===== src/rtl/cordic_job_controller.sv =====
// Job controller for a fixed-latency CORDIC pipeline: issue register,
// in-flight tracking, mode draining and a credit-protected result FIFO.
module cordic_job_controller #(
  parameter int LATENCY    = 16,
  parameter int FIFO_DEPTH = 4
) (
  input  logic        clock,
  input  logic        reset_n,
  input  logic        in_valid,
  output logic        in_ready,
  input  logic [31:0] in_x,
  input  logic [31:0] in_y,
  input  logic [31:0] in_angle,
  input  logic [1:0]  in_mode,
  output logic [31:0] cordic_x,
  output logic [31:0] cordic_y,
  output logic [31:0] cordic_angle,
  output logic [1:0]  cordic_mode,
  input  logic [31:0] cordic_rx,
  input  logic [31:0] cordic_ry,
  input  logic [31:0] cordic_rangle,
  output logic        out_valid,
  input  logic        out_ready,
  output logic [31:0] out_x,
  output logic [31:0] out_y,
  output logic [31:0] out_angle,
  output logic [1:0]  out_mode,
  output logic        busy
);
  localparam int PW = $clog2(FIFO_DEPTH);
  localparam int CW = $clog2(FIFO_DEPTH + LATENCY + 2) + 1;

  typedef enum logic {RUN, DRAIN} state_t;

  typedef struct packed {
    logic [31:0] x;
    logic [31:0] y;
    logic [31:0] a;
    logic [1:0]  m;
  } res_t;

  state_t              r_state;
  logic [1:0]          r_cur_mode;
  logic [1:0]          r_tgt_mode;
  logic                r_issue_v;
  logic [LATENCY-1:0]  r_sr;
  logic [CW-1:0]       r_inflight;
  logic [31:0]         r_cx;
  logic [31:0]         r_cy;
  logic [31:0]         r_ca;
  res_t                r_mem [FIFO_DEPTH];
  logic [PW-1:0]       r_wr;
  logic [PW-1:0]       r_rd;
  logic [CW-1:0]       r_mcnt;
  logic                r_ov;
  res_t                r_out;

  logic [1:0]          w_mode;
  logic [CW-1:0]       w_occ;
  logic                w_accept;
  logic                w_tail;
  logic                w_pop;
  logic                w_load;

  assign w_mode   = (in_mode == 2'b01) ? 2'b00 : in_mode;
  // Output register counts as occupancy so credits cover every slot
  assign w_occ    = r_mcnt + CW'(r_ov);
  assign w_tail   = r_sr[LATENCY-1];
  assign w_pop    = r_ov & out_ready;
  assign w_load   = (r_mcnt != '0) & (~r_ov | out_ready);
  assign in_ready = reset_n
                  & (r_state == RUN)
                  & (w_mode == r_cur_mode)
                  & ((r_inflight + w_occ) < CW'(FIFO_DEPTH));
  assign w_accept = in_valid & in_ready;

  assign cordic_x     = r_cx;
  assign cordic_y     = r_cy;
  assign cordic_angle = r_ca;
  assign cordic_mode  = r_cur_mode;
  assign out_valid    = r_ov;
  assign out_x        = r_out.x;
  assign out_y        = r_out.y;
  assign out_angle    = r_out.a;
  assign out_mode     = r_out.m;
  assign busy         = (r_inflight != '0) | (w_occ != '0);

  always_ff @(posedge clock or negedge reset_n) begin
    if (!reset_n) begin
      r_state    <= RUN;
      r_cur_mode <= 2'b10;
      r_tgt_mode <= 2'b10;
    end else begin
      unique case (r_state)
        RUN: begin
          if (in_valid && (w_mode != r_cur_mode)) begin
            r_state    <= DRAIN;
            r_tgt_mode <= w_mode;
          end
        end
        DRAIN: begin
          if (r_inflight == '0) begin
            r_cur_mode <= r_tgt_mode;
            r_state    <= RUN;
          end
        end
        default: r_state <= RUN;
      endcase
    end
  end

  always_ff @(posedge clock or negedge reset_n) begin
    if (!reset_n) begin
      r_issue_v  <= 1'b0;
      r_sr       <= '0;
      r_inflight <= '0;
      r_cx       <= '0;
      r_cy       <= '0;
      r_ca       <= '0;
    end else begin
      r_issue_v <= w_accept;
      r_sr      <= LATENCY'({r_sr, r_issue_v});
      if (w_accept) begin
        r_cx <= in_x;
        r_cy <= in_y;
        r_ca <= in_angle;
      end
      unique case ({w_accept, w_tail})
        2'b10:   r_inflight <= r_inflight + CW'(1);
        2'b01:   r_inflight <= r_inflight - CW'(1);
        default: r_inflight <= r_inflight;
      endcase
    end
  end

  always_ff @(posedge clock) begin
    if (w_tail) begin
      r_mem[r_wr] <= '{x: cordic_rx, y: cordic_ry,
                       a: cordic_rangle, m: r_cur_mode};
    end
  end

  always_ff @(posedge clock or negedge reset_n) begin
    if (!reset_n) begin
      r_wr   <= '0;
      r_rd   <= '0;
      r_mcnt <= '0;
      r_ov   <= 1'b0;
      r_out  <= '0;
    end else begin
      if (w_tail) r_wr <= r_wr + PW'(1);
      if (w_load) begin
        r_out <= r_mem[r_rd];
        r_ov  <= 1'b1;
        r_rd  <= r_rd + PW'(1);
      end else if (w_pop) begin
        r_ov <= 1'b0;
      end
      unique case ({w_tail, w_load})
        2'b10:   r_mcnt <= r_mcnt + CW'(1);
        2'b01:   r_mcnt <= r_mcnt - CW'(1);
        default: r_mcnt <= r_mcnt;
      endcase
    end
  end
endmodule

===== config.mk =====
export PLATFORM = sky130hd
export DESIGN_NAME = cordic_job_controller
export DESIGN_NICKNAME = d
export VERILOG_FILES = /design/src/rtl/cordic_job_controller.sv
export SDC_FILE = /design/constraint.sdc
export NUM_CORES = 1
export LEC_CHECK = 0
export CELL_PAD_IN_SITES_DETAIL_PLACEMENT = 0
export CELL_PAD_IN_SITES_GLOBAL_PLACEMENT = 1
export CORE_MARGIN = 10
export CORE_UTILIZATION = 40
export DETAILED_ROUTE_END_ITERATION = 8
export GPL_ROUTABILITY_DRIVEN = 1
export PLACE_DENSITY = 0.82
export SKIP_CTS_REPAIR_TIMING = 1
export SYNTH_ARGS = -nofsm -noshare
export SYNTH_HDL_FRONTEND = slang
export SYNTH_SLANG_ARGS = --single-unit

===== constraint.sdc =====
create_clock -name clock -period 5.2 [get_ports clock]
set_clock_uncertainty 0.05 [all_clocks]
set_input_delay 1.04 -clock clock [delete_from_list [all_inputs] [get_ports clock]]
set_output_delay 1.04 -clock clock [all_outputs]
set_load 0.005 [all_outputs]

==> impl_metrics.yaml <==
die:
  die_w_um: 262
  ios: 397
  dieHeight_um: 262
  rows: 88
  initial_core_util_pct: 40.6
  die_area_um2: 68800
  coreArea_um2: 57900
synth:
  synth_seq_cells: 625
  synth_edf_count: 392
  syn-cell-area_um2: 23500
  synth_ff_type: "edfxtp_1"
  synth-simple-area-share_pct: 1.32
  synth_top_family_by_area: "multiplexers"
  synth_compound_area_share_pct: 0.868
  synthAdderAreaFrac_pct: 1.24
  ys.warnings.count: 0
  seq_area_frac_synth_pct: 75.0
  ys_types: 42
  syn_inst: 1110
  synthXorXnorAreaFrac_pct: 0.842
  async_reset_ff_share_pct: 37.3
  synth_nets: 1330
  synth_area_per_cell_um2: 21.2
  synth_mux_area_share_pct: 19.5
sta:
  setup_viol: 0
  finalHoldViolations: 0
  hold_ws_ns: 0.293
  fmax_ghz: 0.212
  setup_ws_ns: 0.481
  tns_ns: 0
  min_period_ns: 4.72
  grt_setup_unrepaired: "false"
  tightest_slew_ns: 1.14
  slew-limit-headroom_pct: 24.3
  post-route-period-util_pct: 90.8
  drv_slew: 0
clock_tree:
  clk_latency_ns: 0.60
  clock-sinks: 625
  cts_buffer_depth: 3
  clk_pin_slew_worst_paths_ns: 0.06
  h-tree-depth: 3
  cts_inserted_buffers: 69
  cts_tree: "built"
  cts_root_buf: "clkbuf_16"
final_layout:
  multi_input_area_um2: 5600
  layout.cells.non_filler: 2374
  regArea_um2: 17600
  utilization_pct: 52.8
  drive_gt1_share_pct: 26.9
  fin_nets: 1768
  area_delta_synth_final_pct: 30.3
  num-fill-cells: 4599
detailed_routing:
  routed_wl_mm: 54.3
  drc: 0
  vias: 11961
  antenna_left: 0
  wl_per_cell_um: 22.9
  vias_per_cell: 5.04
  drt-initial-drc-count: 673
  dr.pass1.iters: 5
place:
  placedCellCount: 2242
  hpwl_mm: 34.8
  dp_slack_ns: 0.645
  io_buffers: 396
  gp_congestion: 0.772
critical_path:
  r2r_end: "r_inflight[5]"
  worst-r2r-cell-count: 17
  worstSetupPathType: "reg -> out"
  path_max_fanout: 4
  setup.worst_path.end_class: "primary output"
  worst_ep_required_time_ns: 4.11
  r2r_start: "out_valid"
  start_kind: "flop"
  reg2reg_slack_ns: 0.64
  worstPathArrival_ns: 3.63
grt:
  grt_overflow_total: 0
  antenna_found_initial: 12
  grt_max_degree: 176
  grt_pass1_wl_mm: 82.7
  grt_pass1_vias: 13094
  grt_usage_pct: 15.6
worst_hold_path:
  min_to: "r_sr[15]"
  min_from: "r_sr[14]"
  hold-path-cell-count: 0
  hp-class: "reg -> reg"
pwr:
  power_density_nw_per_um2: 534
  ir_drop_mv: 0.369
  p_leak_nw: 11.3
run_status:
  outcome: "completed"
flow_run:
  maxCapViolations: 0
## logic make-up (layout without fill, tap and decap cells)
kind of cell               after synthesis  after routing
xor gates and xnor gates                21             21
AOI/OAI and AO/OA                       30             30
DFF                                    625            625
muxes                                  295            295
other                                    0              4
and+or+nand+nor                         57             57
buffers and inverters                   60            555
adders and majority gates               22             22
## layer usage
metal	vias to the layer above	part of all wire (%)	GRT usage, %
met3	102	7.1	5.33
met1	6272	40	18.7
li1	5241	-	-
met4	18	2.3	4.81
met2	328	51	26.1
met5	-	0.25	0
## cells in the final DEF, fill, tap and decap left out, drive strengths merged, types with 11 or more instances in the layout
| cell type | n |
|---|---|
| buf | 18 |
| clkbuf | 90 |
| clkdlybuf4s50 | 395 |
| clkinv | 29 |
| dfrtp | 231 |
| edfxtp | 392 |
| ha | 20 |
| inv | 18 |
| mux2 | 197 |
| mux4 | 98 |
| nand2 | 14 |
| o21ai | 11 |
| xnor2 | 12 |
## synth_stat cells, drive strengths merged (2+ instances only)
cell type	n	share of area [%]
nand2b	2	0.053
edfxtp	392	50
mux4	98	9.4
mux2	197	10
o311ai	2	0.075
ha	20	1.1
fa	2	0.17
xor2	8	0.30
buf	15	0.58
nor2	10	0.16
xnor2	12	0.45
nor3	5	0.11
dfrtp	231	25
nand2	14	0.22
dfstp	2	0.22
a31o	2	0.075
a21o	4	0.13
nor4	2	0.053
o21bai	2	0.064
and2	4	0.11
clkbuf	31	0.50
nand4	4	0.11
o21ai	11	0.23
nand3	6	0.13
nor3b	2	0.064
a21oi	7	0.15
inv	14	0.22
## flip-flops by register name, summed over array words and instances (netlist names), 6 cells and up
register,flops
out_y,32
out_x,32
r_mcnt,6
r_sr,16
r_inflight,6
out_angle,32
r_mem,392
cordic_x,32
cordic_angle,32
cordic_y,32
## metrics by stage
step	area [um^2]	power (mW)
floorplan	23500	9.23
global placement	28400	11.7
detailed placement	28400	11.8
CTS	30600	16.6
global route	30600	17.2
finish	30600	16.3
## area by class of cell
cell class                      count  area share (%)
Antenna cell                        4          0.0327
Clock buffer                       90            6.16
Clock inverter                     38            1.09
Inverter                           14           0.172
Multi-Input combinational cell    425            18.3
Sequential cell                   625            57.6
Tap cell                          765            3.13
Timing Repair Buffer              413            13.5
## critical path: stages (launching register included)
cell and delay (ns):
dfrtp_1 0.44, ha_1 0.26, ha_1 0.21, xor2_1 0.16, ha_1 0.37, a21oi_1 0.21, a21oi_1 0.10, or3b_2 0.45
xnor2_1 0.27, nor2_1 0.08, clkdlybuf4s50_1 0.48
## where the power goes
group          internal [mW]  switching (mW)  total [mW]
sequential              6.18           0.765        6.94
clock                   2.74            1.96        4.69
combinational           3.05            1.64        4.69
## worst max path at each step
stage               endpoint      start  slack [ns]  cells past startpoint
2_1_floorplan  r_inflight[5]  out_valid        1.13                     17
3_3_place_gp   r_inflight[5]  out_valid        0.77                     17
3_5_place_dp   r_inflight[5]  out_valid        0.64                     17
4_1_cts             in_ready  out_valid        0.42                     10
5_1_grt             in_ready  out_valid        0.23                     10
6_report            in_ready  out_valid        0.48                     10
Note: power is estimated with default switching activity, not from simulation.
